$ cat config.mk
export PLATFORM = sky130hd
export DESIGN_NAME = sqdiff_arbiter_flat
export DESIGN_NICKNAME = d
export VERILOG_FILES = /design/src/rtl/sqdiff_arbiter_if.sv /design/src/rtl/sqdiff_arbiter.sv /design/src/flat_wrapper.sv
export SDC_FILE = /design/constraint.sdc
export NUM_CORES = 1
export LEC_CHECK = 0
export ABC_AREA = 1
export BUFFER_PORTS_ARGS = -buffer_cell sky130_fd_sc_hd__buf_2
export CAP_MARGIN = 20
export CORE_MARGIN = 4
export CORE_UTILIZATION = 44
export CTS_CLUSTER_SIZE = 20
export DETAILED_ROUTE_END_ITERATION = 8
export GPL_TIMING_DRIVEN = 1
export HOLD_SLACK_MARGIN = 0.05
export PLACE_DENSITY = 0.83
export SYNTH_ARGS = -nofsm -noshare
export SYNTH_HDL_FRONTEND = slang
export SYNTH_SLANG_ARGS = --single-unit
export TNS_END_PERCENT = 5
$ cat constraint.sdc
create_clock -name clk -period 4.1 [get_ports clk]
set_input_delay 0.615 -clock clk [delete_from_list [all_inputs] [get_ports clk]]
set_output_delay 0.615 -clock clk [all_outputs]
set_load 0.01 [all_outputs]
$ cat src/rtl/sqdiff_arbiter_if.sv
// Bus bundle between the requesting stages, the arbiter and the shared sqdiff datapath.
// The arbiter takes the slave view; requesters plus datapath take the master view.
interface sqdiff_arbiter_if #(
  parameter int N  = 4,
  parameter int W  = 6,
  parameter int RW = 13
);
  localparam int IDW = $clog2(N);

  logic [N-1:0]          req_valid;
  logic [N*W-1:0]        req_a;
  logic [N*W-1:0]        req_b;
  logic [N*W-1:0]        req_c;
  logic [N-1:0]          req_ready;
  logic [W-1:0]          dp_a;
  logic [W-1:0]          dp_b;
  logic [W-1:0]          dp_c;
  logic                  dp_issue;
  logic signed [RW-1:0]  dp_result;
  logic                  resp_valid;
  logic [IDW-1:0]        resp_id;
  logic signed [RW-1:0]  resp_result;

  modport slave (
    input  req_valid, req_a, req_b, req_c, dp_result,
    output req_ready, dp_a, dp_b, dp_c, dp_issue, resp_valid, resp_id, resp_result
  );

  modport master (
    output req_valid, req_a, req_b, req_c, dp_result,
    input  req_ready, dp_a, dp_b, dp_c, dp_issue, resp_valid, resp_id, resp_result
  );
endinterface

$ cat src/rtl/sqdiff_arbiter.sv
// Round-robin scheduler sharing one pipelined squared-difference datapath among N requesters;
// a tag pipeline matched to the datapath latency routes each result back to its issuer.
module sqdiff_arbiter #(
  parameter int N   = 4,
  parameter int W   = 6,
  parameter int RW  = 13,
  parameter int LAT = 2
) (
  input logic           clk,
  input logic           rst,
  sqdiff_arbiter_if.slave bus
);
  localparam int IDW = $clog2(N);
  localparam logic [IDW:0] NV = (IDW+1)'(N);

  logic [IDW-1:0]            ptr;
  logic                      grant;
  logic [IDW-1:0]            gid;
  logic [IDW-1:0]            off;
  logic [2*N-1:0]            dbl;
  logic [IDW:0]              sum;
  logic [LAT-1:0]            tv;
  logic [LAT-1:0][IDW-1:0]   tid;

  // Rotating a doubled request vector puts the search start at bit 0; the lowest set
  // bit is the offset from ptr, mapped back to a requester index mod N.
  always_comb begin
    dbl   = {bus.req_valid, bus.req_valid} >> ptr;
    grant = 1'b0;
    off   = '0;
    for (int unsigned k = N; k > 0; k--) begin
      if (dbl[k-1]) begin
        grant = 1'b1;
        off   = IDW'(k - 1);
      end
    end
    grant = grant & rst;
    sum   = {1'b0, ptr} + {1'b0, off};
    gid   = (sum >= NV) ? IDW'(sum - NV) : IDW'(sum);
  end

  always_comb begin
    bus.req_ready = '0;
    bus.dp_a      = '0;
    bus.dp_b      = '0;
    bus.dp_c      = '0;
    bus.dp_issue  = grant;
    for (int unsigned i = 0; i < N; i++) begin
      if (grant && gid == IDW'(i)) begin
        bus.req_ready[i] = 1'b1;
        bus.dp_a         = bus.req_a[i*W +: W];
        bus.dp_b         = bus.req_b[i*W +: W];
        bus.dp_c         = bus.req_c[i*W +: W];
      end
    end
  end

  always_ff @(posedge clk or negedge rst) begin
    if (!rst) begin
      ptr <= '0;
      tv  <= '0;
      tid <= '0;
    end else begin
      if (grant) begin
        ptr <= (gid == IDW'(N - 1)) ? '0 : gid + 1'b1;
      end
      tv[0]  <= grant;
      tid[0] <= gid;
      for (int unsigned s = 1; s < LAT; s++) begin
        tv[s]  <= tv[s-1];
        tid[s] <= tid[s-1];
      end
    end
  end

  always_ff @(posedge clk or negedge rst) begin
    if (!rst) begin
      bus.resp_valid  <= 1'b0;
      bus.resp_id     <= '0;
      bus.resp_result <= '0;
    end else begin
      bus.resp_valid <= tv[LAT-1];
      if (tv[LAT-1]) begin
        bus.resp_id     <= tid[LAT-1];
        bus.resp_result <= bus.dp_result;
      end
    end
  end
endmodule

$ cat src/flat_wrapper.sv
// flat-port wrapper written by rule: the top's interface ports become plain ports
module sqdiff_arbiter_flat 
#(
  parameter int N   = 4,
  parameter int W   = 6,
  parameter int RW  = 13,
  parameter int LAT = 2
)
  (clk, rst, bus_req_valid, bus_req_a, bus_req_b, bus_req_c, bus_dp_result, bus_req_ready, bus_dp_a, bus_dp_b, bus_dp_c, bus_dp_issue, bus_resp_valid, bus_resp_id, bus_resp_result);
  sqdiff_arbiter_if #(.N(N), .W(W), .RW(RW)) bus_i ();
  input logic clk;
  input logic rst;
  input wire logic [$bits(bus_i.req_valid)-1:0] bus_req_valid;
  input wire logic [$bits(bus_i.req_a)-1:0] bus_req_a;
  input wire logic [$bits(bus_i.req_b)-1:0] bus_req_b;
  input wire logic [$bits(bus_i.req_c)-1:0] bus_req_c;
  input wire logic [$bits(bus_i.dp_result)-1:0] bus_dp_result;
  output wire logic [$bits(bus_i.req_ready)-1:0] bus_req_ready;
  output wire logic [$bits(bus_i.dp_a)-1:0] bus_dp_a;
  output wire logic [$bits(bus_i.dp_b)-1:0] bus_dp_b;
  output wire logic [$bits(bus_i.dp_c)-1:0] bus_dp_c;
  output wire logic [$bits(bus_i.dp_issue)-1:0] bus_dp_issue;
  output wire logic [$bits(bus_i.resp_valid)-1:0] bus_resp_valid;
  output wire logic [$bits(bus_i.resp_id)-1:0] bus_resp_id;
  output wire logic [$bits(bus_i.resp_result)-1:0] bus_resp_result;
  assign bus_i.req_valid = bus_req_valid;
  assign bus_i.req_a = bus_req_a;
  assign bus_i.req_b = bus_req_b;
  assign bus_i.req_c = bus_req_c;
  assign bus_i.dp_result = bus_dp_result;
  assign bus_req_ready = bus_i.req_ready;
  assign bus_dp_a = bus_i.dp_a;
  assign bus_dp_b = bus_i.dp_b;
  assign bus_dp_c = bus_i.dp_c;
  assign bus_dp_issue = bus_i.dp_issue;
  assign bus_resp_valid = bus_i.resp_valid;
  assign bus_resp_id = bus_i.resp_id;
  assign bus_resp_result = bus_i.resp_result;
  sqdiff_arbiter #(.N(N), .W(W), .RW(RW), .LAT(LAT)) u_core (.clk(clk), .rst(rst), .bus(bus_i));
endmodule
==> metrics.yaml <==
run_status:
  status: "completed"
drt:
  met1_length_um: 2850
  wirelength_um: 6540
  route.met3.wl_um: 395
  wl_met2_um: 3210
  wire_per_inst_um: 12.8
  antenna_left: 0
  dr.max_layer_used: "met5"
  dr.pass1.iters: 5
  first_iter_violations: 170
  drc: 0
  vias_per_cell: 4.90
  vias: 2503
synth:
  synth_top_family_by_area: "simple AND/OR/NAND/NOR gates"
  ys_types: 26
  synth-compound-area-share_pct: 0.904
  synthDominantCellAreaShare_pct: 27.1
  yosys.area.top_type: "dfrtp_1"
  synthMuxAreaShare_pct: 7.63
  synthSimpleGateAreaFrac_pct: 42.0
  netlist_instances: 333
  synth.avg_cell_area_um2: 6.65
  yosysWarningCount: 0
  synthAdderAreaFrac_pct: 2.82
  synth_area_mm2: 0.00221
  ys_seq_elements: 24
  synth-xor-area-share_pct: 0.791
  synth_seq_area_share_pct: 27.1
  synth_area_leaders: "dfrtp_1, nand4_1, nand2_1"
  syn_nets: 429
global_routing:
  grt_util_all_layers_pct: 20.6
  overflow: 0
  grt_first_pass_wirelength_um: 10600
  grt_pass1_vias: 2331
  antenna_found_initial: 1
  grt_max_degree: 58
power_and_ir_drop:
  p_total_mw: 2.80
  powerDensity_mw_per_mm2: 979
  peakVddDrop_v: 0.000628
  leakagePower_nw: 1.76
sta:
  grt_setup_unrepaired: "no"
  hold_viol_final: 0
  post-route-min-period_ns: 3.76
  timing.slew.headroom_pct: 56.9
  max_freq_mhz: 266
  finClkSkew_ns: 0.00238
  worst_pin_slew_ns: 0.647
  slew_viol_final: 0
  period_share_pct: 91.8
  setup_viol: 0
  fin_setup_tns_ns: 0
floorplan:
  io_pins: 130
  coreArea_mm2: 0.00479
  die_w_um: 78.9
  rows: 25
  dieArea_mm2: 0.00623
  die_h_um: 78.9
  initial_core_util_pct: 46.3
clock_tree:
  cts_hold_repair.buffers: 0
  cts_max_level: 1
  clock_latency_ns: 0.25
  cts_tree: "done"
  clk_path_buf_depth: 2
  cts_root_buffer: "clkbuf_8"
  cts.sinks: 24
  cts_buffers: 3
  cts.reportedPaths.clkPinSlew_ns: 0.08
place:
  gp_congestion: 0.825
  portBuffers: 129
  dp_hpwl_um: 5180
setup_path:
  crit_required_ns: 3.48
  worst_setup_path_start_kind: "flop"
  critPathSlowestCell: "dfrtp_1"
  critPathArrivalTime_ns: 3.15
  cpPeakStageDelay_ns: 0.50
  end_kind: "output pin"
  critical_path.top_delay_family: "simple AND/OR/NAND/NOR gates"
  crit_type: "reg -> out"
  critPathMaxFanout: 19
  cp_num_buf_inv: 3
  path_cells: "inv_2, nand2_1, nand3_1, nand2_2, nand3_1, a21boi_0, ha_1, xnor2_1, xor2_1, inv_1, ha_1, nand4_1, nand3_1, nand2_1, nand2_1, buf_2"
worst_hold_path:
  hp-class: "in -> async"
cells_and_area:
  diodes: 0
  final_nets: 542
  syn2layout_area_growth_pct: 29.3
  drive_gt1_share_pct: 36.7
job:
  cap_violations: 0
==> final cells by class <==
cell class | count | area (µm²)
Clock buffer | 3 | 41.3
Timing Repair Buffer | 133 | 676
Tap cell | 67 | 83.8
Multi-Input combinational cell | 219 | 1220
Fill cell | 455 | 1920
Sequential cell | 24 | 601
Inverter | 65 | 244
==> cells by family after synthesis <==
group                    after synthesis
AO/OA/AOI/OAI                          3
adder cells (fa/ha/maj)                5
flip-flops                            24
AND/OR/NAND/NOR                      194
multiplexers                          15
buffers and inverters                 90
XOR/XNOR                               2
==> cells in the mapped netlist, drive strengths merged <==
master and count:
buf 16, mux2 15, nand4 54, o31ai 1, a21boi 1, nand2 91, nor2 20, dfrtp 24
inv 51, xnor2 1, nand3 29, clkinv 14, ha 5, xor2 1, o21ai 1, clkbuf 9
==> report_power, final <==
part	internal [mW]	switching, mW
Combinational	0.863	1.43
Clock	0.0654	0.0645
Sequential	0.319	0.0603
==> layout by cell type, fill, tap and decap left out, types with 3 or more instances in the layout <==
| master | instances |
|---|---|
| ha_1 | 4 |
| clkbuf_8 | 3 |
| inv_2 | 6 |
| nor2_1 | 20 |
| nand3_1 | 27 |
| nand2_1 | 88 |
| buf_4 | 4 |
| buf_2 | 129 |
| inv_1 | 45 |
| dfrtp_1 | 24 |
| clkinv_1 | 14 |
| mux2_2 | 15 |
| nand4_1 | 54 |
==> repair_timing <==
action,4_1_cts,5_1_grt
gates cloned,0,0
hold endpoints to repair,0,0
endpoints found under the setup margin,6,10
buffers inserted,0,0
gates resized for setup,1,2
==> sequential cells by signal (all words and copies together), names as in the netlist <==
name	cells
u_core.ptr	2
u_core.tv	2
u_core.tid	4
u_core.bus.resp_id	2
u_core.bus.resp_valid	1
u_core.bus.resp_result	13
==> worst paths after layout <==
| check | cells after the start | slack [ns] | to | start |
|---|---|---|---|---|
| min | 1 | 0.33 | u_core.ptr[1] | rst |
| min reg2reg | 0 | 0.36 | u_core.tv[1] | u_core.tv[0] |
| max in group asynchronous | 2 | 3.09 | u_core.tid[3] | rst |
| max reg2reg | 13 | 1.72 | u_core.ptr[1] | u_core.ptr[0] |
| min in group clk | 0 | 0.36 | u_core.tv[1] | u_core.tv[0] |
| max | 16 | 0.34 | bus_dp_b[1] | u_core.ptr[0] |
==> metrics by stage <==
| step | util, % | setup slack, ns | cell area (µm²) | std cells | hold slack [ns] |
|---|---|---|---|---|---|
| after floorplan | - | 0.806 | 2210 | 333 | 0.319 |
| after global placement | 58.6 | 0.189 | 2800 | 508 | 0.331 |
| after detailed placement | 58.6 | 0.106 | 2800 | 508 | 0.342 |
| after CTS | 59.5 | 0.249 | 2850 | 511 | 0.340 |
| after global routing | 59.8 | 0.0133 | 2860 | 511 | 0.367 |
| final | 59.8 | 0.338 | 2860 | 511 | 0.328 |
==> per-layer routing <==
metal / global-route usage (%) / up-vias
met5: 0 / -
met2: 35.7 / 111
met1: 28.0 / 1079
met4: 4.81 / 2
li1: - / 1301
met3: 1.59 / 10
No activity file was read; power rests on OpenSTA's default activity.
